**src/rtl/sbox_masked_driver.sv**
```systemverilog
// Initiator for a clock-gated masked S-box: holds three input shares on SI, restarts the
// gating controller, waits for Synch (with watchdog), then offers the SO shares downstream.
module sbox_masked_driver #(
    parameter int LATENCY = 11,
    parameter int TIMEOUT = 15,
    parameter int WIDTH   = 4
) (
    input  logic             clk,
    input  logic             rst,
    input  logic             in_valid,
    output logic             in_ready,
    input  logic [WIDTH-1:0] in_s0,
    input  logic [WIDTH-1:0] in_s1,
    input  logic [WIDTH-1:0] in_s2,
    output logic             out_valid,
    input  logic             out_ready,
    output logic [WIDTH-1:0] out_s0,
    output logic [WIDTH-1:0] out_s1,
    output logic [WIDTH-1:0] out_s2,
    output logic [WIDTH-1:0] sbox_si_s0,
    output logic [WIDTH-1:0] sbox_si_s1,
    output logic [WIDTH-1:0] sbox_si_s2,
    input  logic [WIDTH-1:0] sbox_so_s0,
    input  logic [WIDTH-1:0] sbox_so_s1,
    input  logic [WIDTH-1:0] sbox_so_s2,
    input  logic             sbox_synch,
    output logic             sbox_rst,
    output logic             busy,
    output logic             err
);

    // A misconfigured TIMEOUT never fires before the expected Synch.
    localparam int WD_MAX = (TIMEOUT > LATENCY) ? TIMEOUT - 1 : LATENCY;
    localparam int WD_W   = $clog2(WD_MAX + 1);

    typedef enum logic [1:0] {S_IDLE, S_START, S_WAIT, S_HOLD} state_e;

    state_e            state_q, state_d;
    logic [WIDTH-1:0]  si0_q, si1_q, si2_q, si0_d, si1_d, si2_d;
    logic [WIDTH-1:0]  out0_q, out1_q, out2_q, out0_d, out1_d, out2_d;
    logic [WD_W-1:0]   wd_q, wd_d;
    logic              err_q, err_d;
    logic              in_ready_q, in_ready_d;
    logic              out_valid_q, out_valid_d;
    logic              sbox_rst_q, sbox_rst_d;
    logic              busy_q, busy_d;

    always_comb begin
        state_d = state_q;
        si0_d   = si0_q;
        si1_d   = si1_q;
        si2_d   = si2_q;
        out0_d  = out0_q;
        out1_d  = out1_q;
        out2_d  = out2_q;
        wd_d    = wd_q;
        err_d   = err_q;
        case (state_q)
            S_IDLE: begin
                if (in_valid) begin
                    si0_d   = in_s0;
                    si1_d   = in_s1;
                    si2_d   = in_s2;
                    state_d = S_START;
                end
            end
            S_START: begin
                wd_d    = '0;
                state_d = S_WAIT;
            end
            S_WAIT: begin
                // Synch takes priority over a timeout landing on the same cycle.
                if (sbox_synch) begin
                    out0_d  = sbox_so_s0;
                    out1_d  = sbox_so_s1;
                    out2_d  = sbox_so_s2;
                    si0_d   = '0;
                    si1_d   = '0;
                    si2_d   = '0;
                    state_d = S_HOLD;
                end else if (wd_q == WD_W'(WD_MAX)) begin
                    err_d   = 1'b1;
                    si0_d   = '0;
                    si1_d   = '0;
                    si2_d   = '0;
                    state_d = S_IDLE;
                end else begin
                    wd_d = wd_q + 1'b1;
                end
            end
            S_HOLD: begin
                if (out_ready) begin
                    out0_d  = '0;
                    out1_d  = '0;
                    out2_d  = '0;
                    state_d = S_IDLE;
                end
            end
            default: state_d = S_IDLE;
        endcase

        // Outputs are registered from the next state so they line up with it.
        in_ready_d  = (state_d == S_IDLE);
        busy_d      = (state_d != S_IDLE);
        sbox_rst_d  = (state_d != S_WAIT);
        out_valid_d = (state_d == S_HOLD);
    end

    always_ff @(posedge clk or posedge rst) begin
        if (rst) begin
            state_q     <= S_IDLE;
            si0_q       <= '0;
            si1_q       <= '0;
            si2_q       <= '0;
            out0_q      <= '0;
            out1_q      <= '0;
            out2_q      <= '0;
            wd_q        <= '0;
            err_q       <= 1'b0;
            in_ready_q  <= 1'b1;
            busy_q      <= 1'b0;
            sbox_rst_q  <= 1'b1;
            out_valid_q <= 1'b0;
        end else begin
            state_q     <= state_d;
            si0_q       <= si0_d;
            si1_q       <= si1_d;
            si2_q       <= si2_d;
            out0_q      <= out0_d;
            out1_q      <= out1_d;
            out2_q      <= out2_d;
            wd_q        <= wd_d;
            err_q       <= err_d;
            in_ready_q  <= in_ready_d;
            busy_q      <= busy_d;
            sbox_rst_q  <= sbox_rst_d;
            out_valid_q <= out_valid_d;
        end
    end

    assign in_ready   = in_ready_q;
    assign busy       = busy_q;
    assign sbox_rst   = sbox_rst_q;
    assign out_valid  = out_valid_q;
    assign err        = err_q;
    assign sbox_si_s0 = si0_q;
    assign sbox_si_s1 = si1_q;
    assign sbox_si_s2 = si2_q;
    assign out_s0     = out0_q;
    assign out_s1     = out1_q;
    assign out_s2     = out2_q;

endmodule

```
**config.mk**
```make
export PLATFORM = sky130hd
export DESIGN_NAME = sbox_masked_driver
export DESIGN_NICKNAME = d
export VERILOG_FILES = /design/src/rtl/sbox_masked_driver.sv
export SDC_FILE = /design/constraint.sdc
export NUM_CORES = 1
export LEC_CHECK = 0
export CORE_MARGIN = 2
export CORE_UTILIZATION = 39
export CTS_CLUSTER_DIAMETER = 100
export CTS_CLUSTER_SIZE = 14
export DETAILED_ROUTE_END_ITERATION = 8
export DONT_BUFFER_PORTS = 1
export HOLD_SLACK_MARGIN = 0.1
export PLACE_DENSITY = 0.5
export SYNTH_ARGS = -nofsm -noshare
export SYNTH_HDL_FRONTEND = slang
export SYNTH_SLANG_ARGS = --single-unit
```
**constraint.sdc**
```tcl
create_clock -name clk -period 1.9 [get_ports clk]
set_clock_uncertainty 0.2 [all_clocks]
set_input_delay 0 -clock clk [delete_from_list [all_inputs] [get_ports clk]]
set_output_delay 0 -clock clk [all_outputs]
set_load 0.05 [all_outputs]
```
# == Yosys cells after proc, flatten, opt, wreduce, memory -nomap -nowiden ==
# Index checks and enable logic that the tools add are counted.
# op_classes
addsub,1
n_eq_ne,12
mux,23
bitwise,1
n_reduce_logical,10
# op_table
operator,count
4-bit case mux with 2 select lines,7
4-bit 2-to-1 mux,11
"2-bit != test, second input constant",6
3-bit AND reduction,4
2-bit 2-to-1 mux,4
2-bit case mux with 4 select lines,1
2-bit nonzero test,4
"2-bit == test, second input constant",3
"4-bit by 1-bit adder with 4-bit output, second input constant",1
"4-bit == test, second input constant",1
2-bit zero test,2
"3-bit != test, second input constant",1
"2-bit by 1-bit == test with 1-bit output, second input constant",1
1-bit NOT,1
# totals
ff_bits,35
inputBits,29
out_inout_bits,29

# == Longest topological paths before layout ==
# logic_depth
word_depth,5
mapped_depth,5
depth_no_buf,5

# == Least setup slack after synthesis ==
# OpenSTA, ideal clock, no wires.
# synth_timing
path_type,flip-flop to flip-flop
start,reg wd_q[0]
end,"reg si0_q[0], in the netlist sbox_si_s0[0]"
setup_time_ps,121
arrival_ps,1252
required_time_ps,1579
setup_slack_ps,327
stages_incl_launch_ff,6
period_less_slack_ps,1573
cell_sequence,dfrtp_1 inv_1 ha_1 a31oi_1 a211o_1 a22o_1
# synth_via
elab_chain_len,3
# synth_lines
element,line,source
from (decl),41,"logic [WD_W-1:0] wd_q, wd_d;"
from (signal assigned),132,wd_q <= wd_d;
4-bit == test,81,end else if (wd_q == WD_W'(WD_MAX)) begin
3-bit != test (no line),n/a,
3-bit AND reduction (no line),n/a,
to (signal assigned),126,si0_q <= si0_d;
to (decl),39,"logic [WIDTH-1:0] si0_q, si1_q, si2_q, si0_d, si1_d, si2_d;"
# No other way between the ends.
# A chain may end at the register's enable or synchronous reset.

# == Final worst setup path ==
# layout_timing
start,reg state_q[0]
end,"reg si0_q[2], in the netlist sbox_si_s0[2]"
# layout_via
elab_chain_len,3
word_cells_on_any_way,7
cone_classes,eq/ne: 3; mux: 1; reduce/logical: 3
# layout_lines
element,line,source
from (decl),38,"state_e state_q, state_d;"
from (signal assigned),125,state_q <= state_d;
2-bit == test / 2-bit zero test (equally long branches),58,case (state_q)
3-bit != test (no line) (tied with other cells),n/a,
3-bit AND reduction (no line),n/a,
# Several ways; a longest one is shown, not always the timed one.

==> impl_metrics.tcl <==
set metrics [dict create \
    fillers 355 \
    fmax_ghz 0.558 \
    p_switching_mw 1.88 \
    combPwrFrac_pct 27.2 \
    place.gp.congestion 0.787 \
    ys_seq_elements 35 \
    status "completed" \
    grt-ovfl-total 0 \
    period_share_pct 94.3 \
    setup-tns-final_ps 0 \
    grt_pass1_wl_um 5350 \
    grt_max_degree 36 \
    finalNonFillerCells 217 \
    cpPeakStageDelay_ps 570 \
    seqPwrFrac_pct 56.0 \
    io_pins 58 \
    dp.cells 177 \
    hold_violations 0 \
    syn_inst 128 \
    fin_nets 197 \
    leakage_nw 0.959 \
    period_minus_slack_ps 1790 \
    clock_power_share_pct 16.7 \
    ir_drop_v 0.000905 \
    synth_nets 159 \
    critPathMaxFanout 7 \
    worst-slew-pin-transition_ps 511 \
    synth_warnings 0 \
    fp.dieH_um 67.4 \
    place_ws_ps 211 \
    dpl.hpwl_um 2220 \
    grt_pass1_vias 1151 \
    fp.coreArea_sq_mm 0.00394 \
    drc 0 \
    totalPowerFinal_mw 3.83 \
    startpoint_type "flop" \
    hp-start "sbox_synch" \
    syn-mean-instance-area_sq_um 12.2 \
    crit_arrival_ps 1800 \
    p_int_mw 1.95 \
    synth_area_sq_mm 0.00157 \
    dr.pass1.iters 4 \
    crit_slowest_cell "dlygate4sd3_1" \
    clockBufferDepth 2 \
    relSlewSlack_pct 65.9 \
    startpoint "state_q[0]" \
    crit_buf_inv 2 \
    port_buffers 0 \
    routed-via-count 1138 \
    rows 23 \
    cp-end-kind "flop" \
    start_util_pct 39.7 \
    hp-class "in2reg" \
    routed_wl_um 3500 \
    clockRootBuffer "clkbuf_8" \
    h-tree-depth 2 \
    final_common_cell "dfrtp_1" \
    setup_viol 0 \
    die-width_um 67.4 \
    cts.sinks 35 \
    insertion_delay_ps 280 \
    die-area_sq_mm 0.00454 \
    cap_violations 0 \
    numCtsBuffers 5 \
    area_delta_synth_final_pct 31.4 \
    report.final.slew_viol_count 0 \
    stdcell_area_sq_mm 0.00206 \
    fin_util_pct 52.2 \
    reg2reg_from "state_q[0]" \
    rsz0062_at_grt "no" \
    powerDensity_mw_per_mm2 1860 \
    first_iter_violations 59 \
    final_cell_mix "31 x dfrtp_1, 30 x dlygate4sd3_1, 17 x a22o_1, 8 x a21oi_1, 7 x buf_4" \
    synth-seq-area-share_pct 56.1 \
    synth_cell_type_count 37 \
    finalWorstSetupSlack_ps 108 \
    grt.total_usage_pct 16.2 \
    antenna_cells 0 \
    crit_path_cell_trace "nor2b_2 -> buf_4 -> a21oi_1 -> dlygate4sd3_1 -> o2bb2ai_2" \
    vias_per_cell 5.24 \
    drive_above_1_share_pct 16.2 \
    cts_tree "done" \
    antenna_left 0 \
    dpl_cell_area_sq_mm 0.00162 \
    clk_pin_slew_worst_paths_ps 70 \
    swShare_pct 49.0 \
    grt_antenna_before_repair 0 \
    path_class "reg2reg" \
    wl_per_cell_um 16.1 \
    critPathTopFamily "buffers and inverters" \
    hold_slack_ps 98.4 \
    cp.required_ps 1910 \
]
[state kept, by name, summed over array words and instances (netlist names), 2 cells and up]
signal	count
out_s0	4
out_s1	4
out_s2	4
sbox_si_s0	4
sbox_si_s1	4
sbox_si_s2	4
wd_q	4
state_q	2
[power groups by stage]
stage	logic, mW	clock network (mW)	registers, mW
CTS	1.02	0.660	2.15
detailed placement	0.941	0	2.16
floorplan	0.727	0	2.17
global placement	0.910	0	2.15
global route	1.15	0.693	2.19
finish	1.04	0.641	2.15
[final timing paths]
path	endpoint	slack, ps	depth (start not counted)
hold / removal	out_s0[3]	100	2
min in group asynchronous	sbox_si_s1[1]	590	4
setup reg to reg	sbox_si_s0[2]	110	5
hold reg to reg	wd_q[1]	380	2
setup / recovery	sbox_si_s0[2]	110	5
max in group asynchronous	in_ready	560	4
[Yosys cell counts]
cell | count | area, sq um
a211o_1 | 1 | 8.76
a211oi_2 | 1 | 12.5
a21o_1 | 1 | 7.51
a21oi_1 | 8 | 40.0
a22o_1 | 17 | 149
a311o_1 | 1 | 10.0
a31oi_1 | 1 | 6.26
a32oi_1 | 2 | 17.5
and2_1 | 2 | 12.5
and2b_1 | 6 | 45.0
and2b_4 | 2 | 20.0
and3_1 | 2 | 12.5
and4b_1 | 1 | 10.0
buf_2 | 4 | 20.0
buf_6 | 3 | 33.8
dfrtp_1 | 33 | 826
dfstp_2 | 2 | 52.6
ha_1 | 2 | 25.0
inv_1 | 2 | 7.51
inv_2 | 1 | 3.75
maj3_1 | 1 | 10.0
mux2_4 | 1 | 15.0
nand2_1 | 2 | 7.51
nand3_1 | 3 | 15.0
nand4_1 | 1 | 6.26
nor2_1 | 5 | 18.8
nor2b_1 | 3 | 18.8
nor2b_2 | 1 | 8.76
nor3_1 | 4 | 20.0
nor3b_1 | 1 | 7.51
nor3b_2 | 1 | 12.5
o211a_1 | 1 | 10.0
o21a_1 | 1 | 7.51
o21ai_2 | 1 | 8.76
o2bb2ai_1 | 7 | 61.3
or2_1 | 2 | 12.5
or3_1 | 1 | 6.26
[layout make-up]
| class | count | area [sq um] | share of cell area (%) |
|---|---|---|---|
| Timing Repair Buffer | 38 | 365 | 17.8 |
| Clock inverter | 1 | 30.0 | 1.46 |
| Sequential cell | 35 | 881 | 42.8 |
| Clock buffer | 7 | 76.3 | 3.71 |
| Tap cell | 50 | 62.6 | 3.04 |
| Multi-Input combinational cell | 83 | 632 | 30.7 |
| Inverter | 3 | 11.3 | 0.547 |
[cells by family after synthesis]
group           Yosys count  share of synthesized area [%]
compound gates           42                           21.6
fa+ha+maj                 3                           2.24
buf+inv                  10                           4.15
flops                    35                           56.1
mux                       1                          0.958
simple gates             37                           14.9
[metal layers]
layer | global-route usage, % | vias to the layer above | share of wire, % | routed length, um
li1 | - | 549 | - | -
met5 | 0 | - | 0 | 0
met4 | 5.36 | 0 | 1.1 | 39
met3 | 6.00 | 5 | 6.5 | 226
met2 | 27.6 | 34 | 50 | 1740
met1 | 18.7 | 550 | 42 | 1480
[what timing repair did]
item / in CTS / in global routing
buffers inserted: 0 / 1
hold buffers: 31 / 0
gates resized for setup: 0 / 5
setup endpoints to repair: 0 / 2
hold endpoints to repair: 70 / 0
Power figures use the tool's default switching activity.
